[src/rtl/uart_tx_fifo_cfg.sv]
// ============================================================================
// uart_tx_fifo_cfg : UART transmitter with write FIFO and runtime frame format
// Revision: 1.0
// ============================================================================
`default_nettype none

module uart_tx_fifo_cfg #(
  parameter int FIFO_DEPTH = 4,
  parameter int CNT_W      = 16
) (
  input  logic                          clk,
  input  logic                          resetn,
  input  logic                          tr_en,
  input  logic [CNT_W-1:0]              comp,
  input  logic [1:0]                    data_len,
  input  logic                          par_en,
  input  logic                          par_odd,
  input  logic                          stop2,
  input  logic [7:0]                    wr_data,
  input  logic                          wr_valid,
  output logic                          wr_ready,
  output logic [$clog2(FIFO_DEPTH):0]   fifo_cnt,
  output logic                          busy,
  output logic                          uart_tx
);

  localparam int AW = $clog2(FIFO_DEPTH);
  localparam int CW = AW + 1;
  localparam logic [AW:0] C_FULL = CW'(FIFO_DEPTH);

  typedef enum logic [2:0] {
    S_IDLE   = 3'd0,
    S_START  = 3'd1,
    S_DATA   = 3'd2,
    S_PARITY = 3'd3,
    S_STOP   = 3'd4
  } state_t;

  logic [7:0]       mem_q [FIFO_DEPTH];
  logic [AW-1:0]    wptr_q, rptr_q;
  logic [AW:0]      cnt_q;
  logic             push, pop;
  logic             w_flush, w_can_pop, w_last;
  logic [7:0]       w_mask, w_head_m;
  logic             w_par;

  state_t           state_q, state_d;
  logic [CNT_W-1:0] per_q, per_d;
  logic [2:0]       bit_q, bit_d;
  logic             stop_q, stop_d;
  logic [7:0]       sh_q, sh_d;
  logic             par_q, par_d;
  logic             tx_q, tx_d;
  logic [CNT_W-1:0] comp_q, comp_d;
  logic [1:0]       len_q, len_d;
  logic             pen_q, pen_d;
  logic             s2_q, s2_d;

  assign w_flush   = !resetn || !tr_en;
  // Ready looks only at registered occupancy: a same-edge pop never frees a slot early.
  assign wr_ready  = resetn && tr_en && (cnt_q != C_FULL);
  assign push      = wr_valid && wr_ready;
  assign w_can_pop = tr_en && (cnt_q != '0);
  assign fifo_cnt  = cnt_q;
  assign busy      = (state_q != S_IDLE);
  assign uart_tx   = tx_q;

  assign w_mask   = 8'hFF >> (2'd3 - data_len);
  assign w_head_m = mem_q[rptr_q] & w_mask;
  assign w_par    = (^w_head_m) ^ par_odd;
  assign w_last   = (per_q == comp_q);

  always_ff @(posedge clk) begin
    if (push) mem_q[wptr_q] <= wr_data;
  end

  always_ff @(posedge clk) begin
    if (w_flush) begin
      wptr_q <= '0;
      rptr_q <= '0;
      cnt_q  <= '0;
    end else begin
      if (push) wptr_q <= wptr_q + 1'b1;
      if (pop)  rptr_q <= rptr_q + 1'b1;
      case ({push, pop})
        2'b10:   cnt_q <= cnt_q + 1'b1;
        2'b01:   cnt_q <= cnt_q - 1'b1;
        default: cnt_q <= cnt_q;
      endcase
    end
  end

  always_comb begin
    state_d = state_q;
    per_d   = per_q;
    bit_d   = bit_q;
    stop_d  = stop_q;
    sh_d    = sh_q;
    par_d   = par_q;
    tx_d    = tx_q;
    comp_d  = comp_q;
    len_d   = len_q;
    pen_d   = pen_q;
    s2_d    = s2_q;
    pop     = 1'b0;

    case (state_q)
      S_IDLE: begin
        tx_d = 1'b1;
        if (w_can_pop) pop = 1'b1;
      end
      S_START: begin
        if (w_last) begin
          per_d   = '0;
          bit_d   = 3'd0;
          tx_d    = sh_q[0];
          state_d = S_DATA;
        end else begin
          per_d = per_q + 1'b1;
        end
      end
      S_DATA: begin
        if (w_last) begin
          per_d = '0;
          // Last data bit index is data_len+4, i.e. {1, len}.
          if (bit_q == {1'b1, len_q}) begin
            if (pen_q) begin
              tx_d    = par_q;
              state_d = S_PARITY;
            end else begin
              tx_d    = 1'b1;
              stop_d  = 1'b0;
              state_d = S_STOP;
            end
          end else begin
            bit_d = bit_q + 3'd1;
            sh_d  = sh_q >> 1;
            tx_d  = sh_q[1];
          end
        end else begin
          per_d = per_q + 1'b1;
        end
      end
      S_PARITY: begin
        if (w_last) begin
          per_d   = '0;
          tx_d    = 1'b1;
          stop_d  = 1'b0;
          state_d = S_STOP;
        end else begin
          per_d = per_q + 1'b1;
        end
      end
      S_STOP: begin
        if (w_last) begin
          per_d = '0;
          if (s2_q && !stop_q) begin
            stop_d = 1'b1;
          end else if (w_can_pop) begin
            pop = 1'b1;
          end else begin
            tx_d    = 1'b1;
            state_d = S_IDLE;
          end
        end else begin
          per_d = per_q + 1'b1;
        end
      end
      default: begin
        tx_d    = 1'b1;
        state_d = S_IDLE;
      end
    endcase

    // Data and frame format are captured together so mid-frame edits wait a frame.
    if (pop) begin
      state_d = S_START;
      tx_d    = 1'b0;
      per_d   = '0;
      bit_d   = 3'd0;
      stop_d  = 1'b0;
      sh_d    = w_head_m;
      par_d   = w_par;
      comp_d  = comp;
      len_d   = data_len;
      pen_d   = par_en;
      s2_d    = stop2;
    end
  end

  always_ff @(posedge clk) begin
    if (w_flush) begin
      state_q <= S_IDLE;
      per_q   <= '0;
      bit_q   <= '0;
      stop_q  <= 1'b0;
      sh_q    <= '0;
      par_q   <= 1'b0;
      tx_q    <= 1'b1;
      comp_q  <= '0;
      len_q   <= '0;
      pen_q   <= 1'b0;
      s2_q    <= 1'b0;
    end else begin
      state_q <= state_d;
      per_q   <= per_d;
      bit_q   <= bit_d;
      stop_q  <= stop_d;
      sh_q    <= sh_d;
      par_q   <= par_d;
      tx_q    <= tx_d;
      comp_q  <= comp_d;
      len_q   <= len_d;
      pen_q   <= pen_d;
      s2_q    <= s2_d;
    end
  end

endmodule

`default_nettype wire

[config.mk]
export PLATFORM = sky130hd
export DESIGN_NAME = uart_tx_fifo_cfg
export DESIGN_NICKNAME = d
export VERILOG_FILES = /design/src/rtl/uart_tx_fifo_cfg.sv
export SDC_FILE = /design/constraint.sdc
export NUM_CORES = 1
export LEC_CHECK = 0
export CORE_ASPECT_RATIO = 1.2
export CORE_MARGIN = 2
export CORE_UTILIZATION = 52
export DETAILED_ROUTE_END_ITERATION = 10
export PLACE_DENSITY = 0.73
export SYNTH_ARGS = -nofsm -noshare
export SYNTH_HDL_FRONTEND = slang
export SYNTH_SLANG_ARGS = --single-unit
[constraint.sdc]
create_clock -name clk -period 3.6 [get_ports clk]
set_input_delay 0.72 -clock clk [delete_from_list [all_inputs] [get_ports clk]]
set_output_delay 0.72 -clock clk [all_outputs]
set_load 0.01 [all_outputs]
==> results.py <==
metrics = {
    "outcome": {
        "status": "finished clean",
    },
    "timing": {
        "timing.setup.tns_ps": 0,
        "max_freq_mhz": 331,
        "hold_viol": 0,
        "clock_skew_ps": 14.5,
        "tightest_slew_ps": 544,
        "postLayoutSetupSlackWorst_ps": 581,
        "setup_violations": 0,
        "finalCriticalPeriod_ps": 3020,
        "slew_viol_final": 0,
        "period_share_pct": 83.9,
        "slew_headroom_pct": 63.7,
        "grt_setup_unrepaired": "false",
        "hold_ws_ps": 453,
    },
    "logic_synthesis": {
        "synth_top_family_by_area": "simple AND/OR/NAND/NOR gates",
        "synth_compound_area_share_pct": 10.5,
        "synth.area.top_cells": "dfxtp_1, edfxtp_1, xnor2_1",
        "yosys_warnings": 0,
        "synthDistinctLibCells": 45,
        "synth_xor_area_share_pct": 9.83,
        "synth_top_cell_by_area": "dfxtp_1",
        "synth-seq-cells": 94,
        "synth-simple-area-share_pct": 16.0,
        "synth_mux_area_share_pct": 5.29,
        "seq_area_frac_synth_pct": 52.6,
        "synth_top_area_share_pct": 29.6,
        "synthAdderAreaFrac_pct": 2.57,
        "syn_avg_cell_area_um2": 10.3,
        "synthCells": 407,
        "synthesis.nets": 448,
        "syn_area_um2": 4190,
    },
    "clock_tree": {
        "ctsResizeCount": 0,
        "cts_tree": "yes",
        "cts_num_sinks": 94,
        "clk_pin_slew_ps": 110,
        "cts_buffers": 9,
        "hold_buffers": 0,
        "post_cts_buffers": 0,
        "cts_max_level": 3,
        "insertion_delay_ps": 370,
        "cts_root_buffer": "clkbuf_8",
        "clk_path_buf_depth": 2,
    },
    "global_routing": {
        "antenna_found_initial": 0,
        "grt_pass1_wl_mm": 13.3,
        "grt_max_degree": 41,
        "track_usage_pct": 19.3,
        "first_global_vias": 2925,
        "grt-ovfl-total": 0,
    },
    "cells_and_area": {
        "final_nets": 482,
        "area.growth.synth_to_final_pct": 15.1,
        "drive_above_1_share_pct": 6.73,
        "antenna_cells": 0,
        "final_cells": 538,
        "fillers": 627,
    },
    "min_path": {
        "whs_endpoint": "sh_q[4]",
        "hold_class": "reg -> reg",
        "min-delay-start": "sh_q[5]",
        "whs_path_depth": 2,
    },
    "power_and_ir_drop": {
        "leakagePower_nw": 1.57,
        "p_per_area_nw_per_um2": 398,
        "p_int_mw": 1.44,
        "vdd_drop_max_v": 0.000266,
        "p_switching_mw": 0.478,
        "clkPwrFrac_pct": 36.0,
        "combPwrFrac_pct": 6.2,
        "seqPwrFrac_pct": 57.8,
        "swShare_pct": 24.9,
    },
    "setup_path": {
        "r2r-start": "per_q[2]",
        "cp_max_fo": 6,
        "cp.arrival_ps": 2300,
        "crit_slowest_cell": "clkdlybuf4s50_1",
        "ff2ff_path_depth": 11,
        "max_stage_delay_ps": 620,
        "r2r-end": "fifo_cnt[2]",
        "r2r_setup_slack_ps": 830,
        "worstSetupPathType": "in -> out",
        "critPathTopFamily": "buffers and inverters",
        "startpoint_type": "primary input",
        "critPathCaptureType": "primary output",
        "crit_top_cell": "clkdlybuf4s50_1",
        "path_buf_inv": 2,
        "crit_required_ps": 2880,
        "path_cells": "clkdlybuf4s50_1 > nand2_1 > a31oi_1 > clkdlybuf4s50_1",
    },
    "placement": {
        "port_buffers": 38,
        "gp_congestion": 0.815,
        "pre_cts_slack_ps": 515,
        "dp.final_hpwl_mm": 5.54,
        "dp_cells": 522,
    },
    "die": {
        "std_cell_rows": 35,
        "start_util_pct": 54.0,
        "ios": 39,
        "die_area_um2": 8790,
        "die_height_um": 102,
        "chipWidth_um": 85.9,
        "fp.coreArea_um2": 7750,
    },
    "drt": {
        "ant_nets": 0,
        "drt_iter0_drc": 256,
        "routedWlPerCell_um": 14.8,
        "vias": 3001,
        "drt_pass1_iterations": 4,
        "wirelength_mm": 7.97,
        "vias_per_cell": 5.58,
        "route.detailed.drc": 0,
    },
    "job": {
        "cap_violations": 0,
    },
}
==> synthesized netlist by cell type <==
cell       n
and2_1     2
buf_2      4
o22ai_1    1
and3_1    11
xnor2_1   38
o21ai_0   10
o221ai_1   1
mux4_2     5
o31a_1     1
dfxtp_1   62
nand3b_1   2
clkbuf_1  11
a21oi_2    1
buf_6      1
inv_1     11
nand2_1   57
nand2b_1   4
ha_1       7
xor2_1     9
nor4_4     1
o21a_1     1
and4_1     1
and3b_1    1
a31o_2     1
nor3_1     4
nor2_1    39
edfxtp_1  32
o31ai_1    1
o2111a_1   1
mux4_1     3
fa_1       1
buf_4      2
nand3_1    6
nand4_1   11
a21oi_1   41
o31ai_2    1
nor3b_1    1
a22oi_1    6
a211oi_1   1
or3_1      4
mux2i_1    3
a211o_1    3
a31oi_1    2
a211oi_2   1
clkbuf_2   1
==> state kept, by name (all words and copies together), names as in the netlist, 3 cells and up, named ones only <==
name and count:
state_q 3, comp_q 16, mem_q 32, fifo_cnt 3
sh_q 8, per_q 16, bit_q 3
==> per-stage QoR <==
stage / power [mW] / cell area (um2) / utilization, %
after detailed placement: 1.25 / 4620 / 59.6
after CTS: 1.94 / 4820 / 62.2
after global placement: 1.25 / 4620 / 59.6
after floorplan: 1.19 / 4190 / -
after global routing: 1.98 / 4820 / 62.2
final: 1.92 / 4820 / 62.2
==> routing by layer <==
layer | routed length [um] | track usage [%] | up-vias
met4 | 172 | 8.30 | 0
li1 | - | - | 1492
met2 | 4020 | 33.6 | 88
met3 | 390 | 4.77 | 14
met5 | 0 | 0 | -
met1 | 3390 | 22.5 | 1407
==> worst max-delay path by stage <==
stage          cells past startpoint     endpoint      from  slack (ps)
3_3_place_gp                      11  fifo_cnt[2]     tr_en         580
2_1_floorplan                     12  fifo_cnt[2]  per_q[8]         860
4_1_cts                            4     wr_ready     tr_en         570
5_1_grt                            4     wr_ready     tr_en         470
6_report                           4     wr_ready     tr_en         580
3_5_place_dp                      11  fifo_cnt[2]     tr_en         510
==> logic make-up after synthesis <==
family | count (synthesis)
and+or+nand+nor | 144
adders and majority gates | 8
xor gates and xnor gates | 47
buffers and inverters | 30
AOI/OAI and AO/OA | 73
DFF | 94
muxes | 11
==> power by group through the flow <==
stage          registers [mW]  clock network [mW]  logic [mW]
2_1_floorplan            1.13                   0      0.0624
3_3_place_gp             1.13                   0       0.118
3_5_place_dp             1.13                   0       0.119
4_1_cts                  1.11               0.709       0.120
5_1_grt                  1.11               0.745       0.131
6_report                 1.11               0.690       0.120
==> cell type report <==
type,instances,area (um2),area share (%)
inverters,11,41.3,0.857
clock buffers,9,124,2.57
repair buffers,42,410,8.52
clock inverters,7,75.1,1.56
well taps,92,115,2.39
multi-input cells,283,1850,38.4
flip-flops and latches,94,2200,45.7
==> worst reg2reg max path, cell delays in order (launching register included) <==
cell,delay [ps]
dfxtp_1,370
xnor2_1,280
nand4_1,210
nor4_4,450
a21oi_2,110
inv_1,80
ha_1,180
inv_1,60
fa_1,370
xor2_1,160
or3_1,300
a21oi_1,130
==> cell usage in the layout (no fill, tap or decap), drive strengths merged, types with 2 or more instances in the layout <==
| cell | n |
|---|---|
| a211o | 3 |
| a211oi | 2 |
| a21oi | 42 |
| a22oi | 6 |
| a31oi | 2 |
| and2 | 2 |
| and3 | 11 |
| buf | 4 |
| clkbuf | 9 |
| clkdlybuf4s50 | 38 |
| clkinv | 2 |
| dfxtp | 62 |
| edfxtp | 32 |
| ha | 7 |
| inv | 15 |
| mux2i | 3 |
| mux4 | 8 |
| nand2 | 57 |
| nand2b | 4 |
| nand3 | 6 |
| nand3b | 2 |
| nand4 | 11 |
| nor2 | 39 |
| nor3 | 4 |
| o21ai | 10 |
| o31ai | 2 |
| or3 | 4 |
| xnor2 | 38 |
| xor2 | 9 |
No activity file was read; power rests on OpenSTA's default activity.
